### config.mk
export PLATFORM = sky130hd
export DESIGN_NAME = cmsdk_mcu_rstctrl
export DESIGN_NICKNAME = d
export VERILOG_FILES = /design/src/rtl/cmsdk_mcu_rstctrl.sv
export SDC_FILE = /design/constraint.sdc
export NUM_CORES = 1
export LEC_CHECK = 0
export CAP_MARGIN = 25
export CORE_MARGIN = 2
export CORE_UTILIZATION = 44
export CTS_CLUSTER_DIAMETER = 150
export DETAILED_ROUTE_END_ITERATION = 8
export GPL_TIMING_DRIVEN = 0
export MAX_ROUTING_LAYER = met4
export PLACE_DENSITY_LB_ADDON = 0.08
export SLEW_MARGIN = 5
export SYNTH_ARGS = -nofsm -noshare
export SYNTH_HDL_FRONTEND = slang
export SYNTH_SLANG_ARGS = --single-unit
### constraint.sdc
create_clock -name FCLK -period 1.6 [get_ports FCLK]
set_input_delay 0.24 -clock FCLK [delete_from_list [all_inputs] [get_ports FCLK]]
set_output_delay 0.24 -clock FCLK [all_outputs]
set_load 0.005 [all_outputs]
### src/rtl/cmsdk_mcu_rstctrl.sv
//==============================================================================
// Module   : cmsdk_mcu_rstctrl
// Purpose  : MCU reset controller. Holds the debug, AHB and APB domains in
//            reset, then releases them in order DBGRESETn -> HRESETn ->
//            PRESETn. Records sticky reset causes.
// Option   : `define CMSDK_RSTCTRL_SYNC_EN to pass the request inputs through
//            a 2-flop FCLK synchroniser (adds 2 cycles of request latency).
// Revision : 1.0 - initial release
//==============================================================================
`default_nettype none

module cmsdk_mcu_rstctrl #(
  parameter int NUM_REQ    = 4,
  parameter int RST_CYCLES = 16,
  parameter int STAGGER    = 2
) (
  input  logic               FCLK,
  input  logic               PORESET,
  input  logic [NUM_REQ-1:0] SYSRESETREQ,
  input  logic [NUM_REQ-1:0] REQ_MASK,
  input  logic               LOCKUP,
  input  logic               LOCKUPRESET,
  input  logic               DBGRESETREQ,
  input  logic               RSTCAUSE_CLR,
  output logic               DBGRESETn,
  output logic               HRESETn,
  output logic               PRESETn,
  output logic [NUM_REQ+2:0] RSTCAUSE,
  output logic               BUSY
);

  localparam logic [1:0] ST_HOLD  = 2'd0;
  localparam logic [1:0] ST_REL_H = 2'd1;
  localparam logic [1:0] ST_REL_P = 2'd2;
  localparam logic [1:0] ST_RUN   = 2'd3;

  localparam logic [7:0] HOLD_LAST = 8'(RST_CYCLES - 1);
  localparam logic [7:0] STAG_LAST = 8'(STAGGER - 1);

  // Request inputs as seen by the controller
  logic [NUM_REQ-1:0] sysreq_in;
  logic               lockup_in;
  logic               lockuprst_in;
  logic               dbgreq_in;

`ifdef CMSDK_RSTCTRL_SYNC_EN
  logic [NUM_REQ+2:0] sync1_q;
  logic [NUM_REQ+2:0] sync2_q;

  // Two-stage synchroniser for the asynchronous request sources
  always_ff @(posedge FCLK or posedge PORESET) begin
    if (PORESET) begin
      sync1_q <= '0;
      sync2_q <= '0;
    end else begin
      sync1_q <= {DBGRESETREQ, LOCKUPRESET, LOCKUP, SYSRESETREQ};
      sync2_q <= sync1_q;
    end
  end

  assign {dbgreq_in, lockuprst_in, lockup_in, sysreq_in} = sync2_q;
`else
  assign sysreq_in    = SYSRESETREQ;
  assign lockup_in    = LOCKUP;
  assign lockuprst_in = LOCKUPRESET;
  assign dbgreq_in    = DBGRESETREQ;
`endif

  // Qualified request terms; masking is applied after synchronisation
  logic [NUM_REQ-1:0] sys_bits;
  logic               lockup_req;
  logic               sys_req;
  logic               any_req;

  assign sys_bits   = sysreq_in & ~REQ_MASK;
  assign lockup_req = lockup_in & lockuprst_in;
  assign sys_req    = (|sys_bits) | lockup_req;
  assign any_req    = sys_req | dbgreq_in;

  logic [1:0]         state_q, state_d;
  logic [7:0]         cnt_q, cnt_d;
  logic               dbg_q, dbg_d;
  logic               h_q, h_d;
  logic               p_q, p_d;
  logic               busy_q, busy_d;
  logic [NUM_REQ+2:0] cause_q, cause_d;

  // State register; PORESET forces the full reset picture asynchronously
  always_ff @(posedge FCLK or posedge PORESET) begin
    if (PORESET) begin
      state_q <= ST_HOLD;
      cnt_q   <= 8'd0;
      dbg_q   <= 1'b0;
      h_q     <= 1'b0;
      p_q     <= 1'b0;
      busy_q  <= 1'b1;
      cause_q <= (NUM_REQ+3)'(1);
    end else begin
      state_q <= state_d;
      cnt_q   <= cnt_d;
      dbg_q   <= dbg_d;
      h_q     <= h_d;
      p_q     <= p_d;
      busy_q  <= busy_d;
      cause_q <= cause_d;
    end
  end

  // Next-state: hold window checked only at its last count, staggered releases
  always_comb begin
    state_d = state_q;
    cnt_d   = cnt_q;
    case (state_q)
      ST_HOLD: begin
        if (cnt_q >= HOLD_LAST) begin
          cnt_d = 8'd0;
          if (!any_req) state_d = ST_REL_H;
        end else begin
          cnt_d = cnt_q + 8'd1;
        end
      end
      ST_REL_H: begin
        if (any_req) begin
          state_d = ST_HOLD;
          cnt_d   = 8'd0;
        end else if (cnt_q >= STAG_LAST) begin
          state_d = ST_REL_P;
          cnt_d   = 8'd0;
        end else begin
          cnt_d = cnt_q + 8'd1;
        end
      end
      ST_REL_P: begin
        if (any_req) begin
          state_d = ST_HOLD;
          cnt_d   = 8'd0;
        end else if (cnt_q >= STAG_LAST) begin
          state_d = ST_RUN;
          cnt_d   = 8'd0;
        end else begin
          cnt_d = cnt_q + 8'd1;
        end
      end
      ST_RUN: begin
        if (any_req) begin
          state_d = ST_HOLD;
          cnt_d   = 8'd0;
        end
      end
      default: begin
        state_d = ST_HOLD;
        cnt_d   = 8'd0;
      end
    endcase
  end

  // Output next values: releases on exit edges, requests re-assert domains
  always_comb begin
    dbg_d = dbg_q;
    h_d   = h_q;
    p_d   = p_q;
    case (state_q)
      ST_HOLD:  if (cnt_q >= HOLD_LAST && !any_req) dbg_d = 1'b1;
      ST_REL_H: if (cnt_q >= STAG_LAST && !any_req) h_d = 1'b1;
      ST_REL_P: if (cnt_q >= STAG_LAST && !any_req) p_d = 1'b1;
      default:  ;
    endcase
    if (any_req) begin
      h_d = 1'b0;
      p_d = 1'b0;
    end
    // A debug request always pulls the debug domain back into reset
    if (dbgreq_in) dbg_d = 1'b0;
    busy_d  = (state_d != ST_RUN);
    // New causes OR in after the clear so a same-cycle cause survives
    cause_d = (RSTCAUSE_CLR ? '0 : cause_q) | {sys_bits, dbgreq_in, lockup_req, 1'b0};
  end

  assign DBGRESETn = dbg_q;
  assign HRESETn   = h_q;
  assign PRESETn   = p_q;
  assign BUSY      = busy_q;
  assign RSTCAUSE  = cause_q;

endmodule

`default_nettype wire

Word level (Yosys, flattened, before mapping). Cells that the tools add are included.

Input bits: 14. Word-level logic and storage cells: 57. Bits in registers: 21. Output and inout bits: 11.

Reduce and logical (&&, ||, !) cells: 14. Add/sub/neg operators: 1. Equal/unequal tests: 5. $lt $le $gt $ge: 2. Multiplexer cells: 22. Bitwise operators: 6.

Operators by type and width (number): $mux 8 (4); $pmux 8 s3 (1); $mux 2 (7); $reduce_bool 2->1 (5); $add 8x1->8 const B (1); $ge 8x1->1 const B (1); $ge 8x4->1 const B (1); $mux 1 (8); $pmux 2 s4 (1); $mux 7 (1); $or 7x7->7 (1); $reduce_and 2->1 (3); $and 4x4->4 (1); $eq 2x2->1 const B (2); $ne 2x2->1 const B (2); $not 4->4 (1); $reduce_or 4->1 (1); $eq 2x1->1 const B (1); $logic_and 1x1->1 (2); $logic_not 2->1 (1); $or 1x1->1 (2); $reduce_or 2->1 (1); $and 1x1->1 (1); $logic_not 1->1 (1).

Logic depth before layout (Yosys ltp).
Word-level depth: 10. Gate-level depth with buffers: 7. Mapped depth without buffers: 7.

Least setup slack after synthesis. Ideal clock, no wire load.

Kind: register -> register. Start: register cnt_q[0]. End: register busy_q (netlist: BUSY). Required time: 1522 ps. Arrival: 1606 ps. Buffers on the path: 0. Stages on the path, launching flop included: 6. Period minus slack after synthesis: 1684 ps. Library setup time: 78 ps. Setup slack: -84 ps. Cells stage by stage: dfrtp_1 > ha_1 > nor4b_4 > nand4_1 > a311o_1 > a31o_1.

Cells in the longest elaborated chain, start to end: 5. Elaborated cells on any way between the ends: 9. Classes of those cells: 2 x order compare; 1 x eq/ne; 6 x mux.

RTL lines: start, declared (line 81) `logic [7:0] cnt_q, cnt_d;`; start signal, assigned (line 100) `cnt_q <= cnt_d;`; $ge 8x1->1 (line 126, 137); $mux 2 (on tied branches) (line 137, 126); $mux 2 (on tied branches) (line 134, 123); $pmux 2 s4 (*) (line 113) `case (state_q)`; $ne 2x2->1 (*) (line 174) `busy_d = (state_d != ST_RUN);`; net busy_d (line 85) `logic busy_q, busy_d;`; end signal, assigned (line 104) `busy_q <= busy_d;`; end, declared (line 85).

The timed path passes the listed nets; every way through them passes the cells marked *. A chain may end at the register's enable or synchronous reset.

Worst setup path after layout. Same ends and word-level chain as after synthesis.

==> impl_results.md <==
* Status: finished with violations
* Failing checks: negative setup slack
* Sequential cell area fraction in the yosys report at 46.2%
* CP arrival at 1.98 ns
* Number of maximum-capacitance violations at 0
* Met3 Usage GRT at 3.23%
* Setup repair after global routing missed its margin: yes
* Worst clock skew on the final layout at 0.00552 ns
* Delay of the slowest cell on the worst path at 0.46 ns
* Clock tree from TritonCTS: done
* Clock network latency to the later pin of the worst-skew pair at ~0.30 ns
* Type of the worst setup path: reg -> reg
* Hold Fails Final Rpt at 0
* Count of clock tree sinks at 21
* Max Clock Freq at 0.577 GHz
* Synthesis-to-finish area growth at 40.7%
* Number of warning messages in the yosys log at 0
* Net count of the finished layout at 175
* Post-layout minimum cycle time at 1.73 ns
* Reg clk slew, reported paths at roughly 0.12 ns
* Pins Over Slew Limit at 0
* Overall die area at 3020 sq um
* Worst path required time at 1.84 ns
* Routed wirelength normalized by instance count at 14.4 um
* Number of detailed-routing iterations run before antenna repair at 4
* Worst hold-check path type: in -> async
* Startpoint type of the worst setup path: register
* Root buf cell: sky130_fd_sc_hd__clkbuf_4
* DRT antenna net count at 0
* Number of top-level design ports at 25
* Fraction of registers with async set/reset at 100%
* Die H at roughly 55 um
* Top cell family by delay on the critical path: compound AO/OA/AOI/OAI gates
* Global placement routability congestion at 0.714
* Antenna violations before repair at 0
* Period Utilization, post-route at 108%
* Number of clock buffers inserted by TritonCTS at 3
* Highest-utilization routing layer at the global route stage: met2
* Detailed-route DRC error count at 0
* Leakage power at 0.687 nW
* Pin count of the biggest net entering global routing at 22
* Vias in the first global route at 904
* Placed standard-cell area at 1420 sq um
* Number of register bits inferred by synthesis at 21
* Core area at 2480 sq um
* Post-detail-place hpwl at roughly 1800 um
* Cell chain of the critical path: inv_2 -> ha_4 -> nor4b_4 -> nand4_1 -> a311o_1 -> a31o_1
* Number of cells traversed by the worst register-to-register path at 6
* Site row count at 18
* Kind of end point of the critical path: register
* Maximum number of buffers from clock root to sink at 2
* Buf+Inv Stages, Crit Path at 1
* Largest voltage drop on the vdd net at 0.000793 V
* Cell depth of the worst setup path at 6
* Pwr per Cell Area at around 1100 nW/um^2
* Die span in x at 55.0 um
* Nets in the synthesized netlist at 138
* Number of endpoints failing setup at the final stage at 8
* Global routing usage on met2 at 34.9%
* Highest fanout seen on the critical path at 5
* Synth cell types at 33
* Relative max-transition margin at roughly 47%
* Wire length of the first global-routing pass at 4170 um
* H-tree Lvls at 1
* Antenna cells at 0
* Syn avg cell area at 9.77 sq um
* Fraction of layout instances using a drive strength above 1 at approximately 27%
* Non-Filler Cell Area, Final at 1610 sq um
* Syn Std Cell Area at 1140 sq um
* Dominant synthesized flop cell: sky130_fd_sc_hd__dfrtp_1
* Placement-stage worst setup slack at -0.408 ns
* Combined global-route utilization of all metal layers at 20.0%
* Vias post-DR at 987
* Worst-margin pin slew at between 0.7 and 0.8 ns
* Number of vias per cell at between 5 and 6
* Hold bufs inserted after CTS at 0
* Number of flops mapped to enable cells by yosys at 0
* Met1 track demand over resource at 24.1%
* Leftover overflow at the end of global routing at 0
* Synthesized instance count at 117
* Slowest library cell on the worst path: sky130_fd_sc_hd__dfrtp_2
* IO Port Bufs at 24
* Number of DRC markers in iteration 0 at 23
* Initial cell density of the core at roughly 46%
* Final wirelength at 2630 um
* Least setup slack across all paths after layout at -0.133 ns
-- layout make-up --
| cell class | count | area (sq um) |
|---|---|---|
| fill | 215 | 868 |
| multi-input combinational | 81 | 642 |
| sequential | 21 | 531 |
| timing repair buffer | 32 | 309 |
| inverter | 14 | 52.6 |
| tap | 30 | 37.5 |
| clock buffer | 4 | 26.3 |
| buffer | 1 | 11.3 |
-- worst register-to-register path, delay by kind of cell, from the launching register on --
| kind | cells | cell delay (ns) |
|---|---|---|
| AO/OA/AOI/OAI | 2 | 0.54 |
| adder cells (fa/ha/maj) | 1 | 0.12 |
| flip-flops | 1 | 0.46 |
| buffers and inverters | 1 | 0.10 |
| AND/OR/NAND/NOR | 2 | 0.46 |
-- sequential cells by signal, indices dropped and copies added, names as in the netlist --
signal     count
RSTCAUSE       7
BUSY           1
HRESETn        1
state_q        2
PRESETn        1
DBGRESETn      1
cnt_q          8
-- routing by layer --
metal | part of all wire (%) | wire, um
met3 | 3.3 | 86
met1 | 42 | 1110
met4 | 0.38 | 10
met2 | 54 | 1420
met5 | 0 | 0
-- Yosys cell counts (3+ instances only) --
| library cell | number | area, sq um |
|---|---|---|
| sky130_fd_sc_hd__nand3_1 | 6 | 30.0 |
| sky130_fd_sc_hd__nand2_1 | 11 | 41.3 |
| sky130_fd_sc_hd__dfrtp_1 | 19 | 475 |
| sky130_fd_sc_hd__a21oi_1 | 7 | 35.0 |
| sky130_fd_sc_hd__or3_1 | 3 | 18.8 |
| sky130_fd_sc_hd__inv_1 | 14 | 52.6 |
| sky130_fd_sc_hd__o21ai_0 | 12 | 60.1 |
| sky130_fd_sc_hd__nor2_1 | 8 | 30.0 |
| sky130_fd_sc_hd__ha_1 | 7 | 87.6 |
-- what timing repair did --
item | 4_1_cts | 5_1_grt
setup endpoints to repair | 10 | 16
endpoints found under the hold margin | 0 | 0
gates resized for setup | 11 | 19
pin swaps | 2 | 10
setup buffers | 6 | 2
-- logic make-up (layout without fill, tap and decap cells) --
logic type | count (synthesis) | after routing | share of synthesized area [%]
and+or+nand+nor | 43 | 43 | 23.6
adders and majority gates | 7 | 7 | 7.66
DFF | 21 | 21 | 46.2
buffers and inverters | 15 | 51 | 5.58
xor gates and xnor gates | 2 | 2 | 1.53
AOI/OAI and AO/OA | 29 | 29 | 15.4
-- cell usage in the layout (no fill, tap or decap), types with 2 or more instances in the layout --
cell                              count
sky130_fd_sc_hd__or3_1                2
sky130_fd_sc_hd__dfrtp_1             17
sky130_fd_sc_hd__nand2b_2             2
sky130_fd_sc_hd__ha_2                 3
sky130_fd_sc_hd__xor2_1               2
sky130_fd_sc_hd__ha_1                 2
sky130_fd_sc_hd__inv_2                2
sky130_fd_sc_hd__buf_4                7
sky130_fd_sc_hd__dlymetal6s2s_1       2
sky130_fd_sc_hd__dfrtp_2              2
sky130_fd_sc_hd__nand2_1             11
sky130_fd_sc_hd__inv_1               12
sky130_fd_sc_hd__o21ai_0             11
sky130_fd_sc_hd__buf_6                2
sky130_fd_sc_hd__nor2b_1              2
sky130_fd_sc_hd__nand3_2              2
sky130_fd_sc_hd__nor2_1               7
sky130_fd_sc_hd__nand3_1              4
sky130_fd_sc_hd__clkbuf_4             3
sky130_fd_sc_hd__ha_4                 2
sky130_fd_sc_hd__a21oi_2              6
sky130_fd_sc_hd__nand2b_1             2
sky130_fd_sc_hd__dfstp_2              2
sky130_fd_sc_hd__clkdlybuf4s50_1     22
-- report_power, final --
| group | switching (mW) | internal (mW) |
|---|---|---|
| Combinational | 0.405 | 0.434 |
| Clock | 0.159 | 0.0970 |
| Sequential | 0.105 | 0.618 |
| Total | 0.669 | 1.15 |
-- per-stage QoR --
stage	setup TNS (ns)	power [mW]	hold slack [ns]	utilization (%)	cells
6_report	-0.337	1.82	0.379	64.9	183
3_3_place_gp	-2.18	1.26	0.466	57.5	171
5_1_grt	-1.15	1.96	0.449	64.9	183
4_1_cts	-0.208	1.67	0.411	61.5	181
2_1_floorplan	0	1.10	0.215	-	117
3_5_place_dp	-2.67	1.27	0.476	57.5	171
-- final timing paths --
| path | to | startpoint | slack, ns |
|---|---|---|---|
| max | BUSY$_DFF_PP1_ | cnt_q[0]$_DFFE_PP0P_ | -0.13 |
| min | state_q[1]$_DFF_PP0_ | PORESET | 0.38 |
| max reg2reg | BUSY$_DFF_PP1_ | cnt_q[0]$_DFFE_PP0P_ | -0.13 |
| min reg2reg | RSTCAUSE[0]$_DFFE_PP1P_ | RSTCAUSE[0]$_DFFE_PP1P_ | 0.49 |
| max in group asynchronous | cnt_q[0]$_DFFE_PP0P_ | PORESET | 0.68 |
| min in group FCLK | RSTCAUSE[0]$_DFFE_PP1P_ | RSTCAUSE[0]$_DFFE_PP1P_ | 0.49 |
No activity file was read; power rests on OpenSTA's default activity.
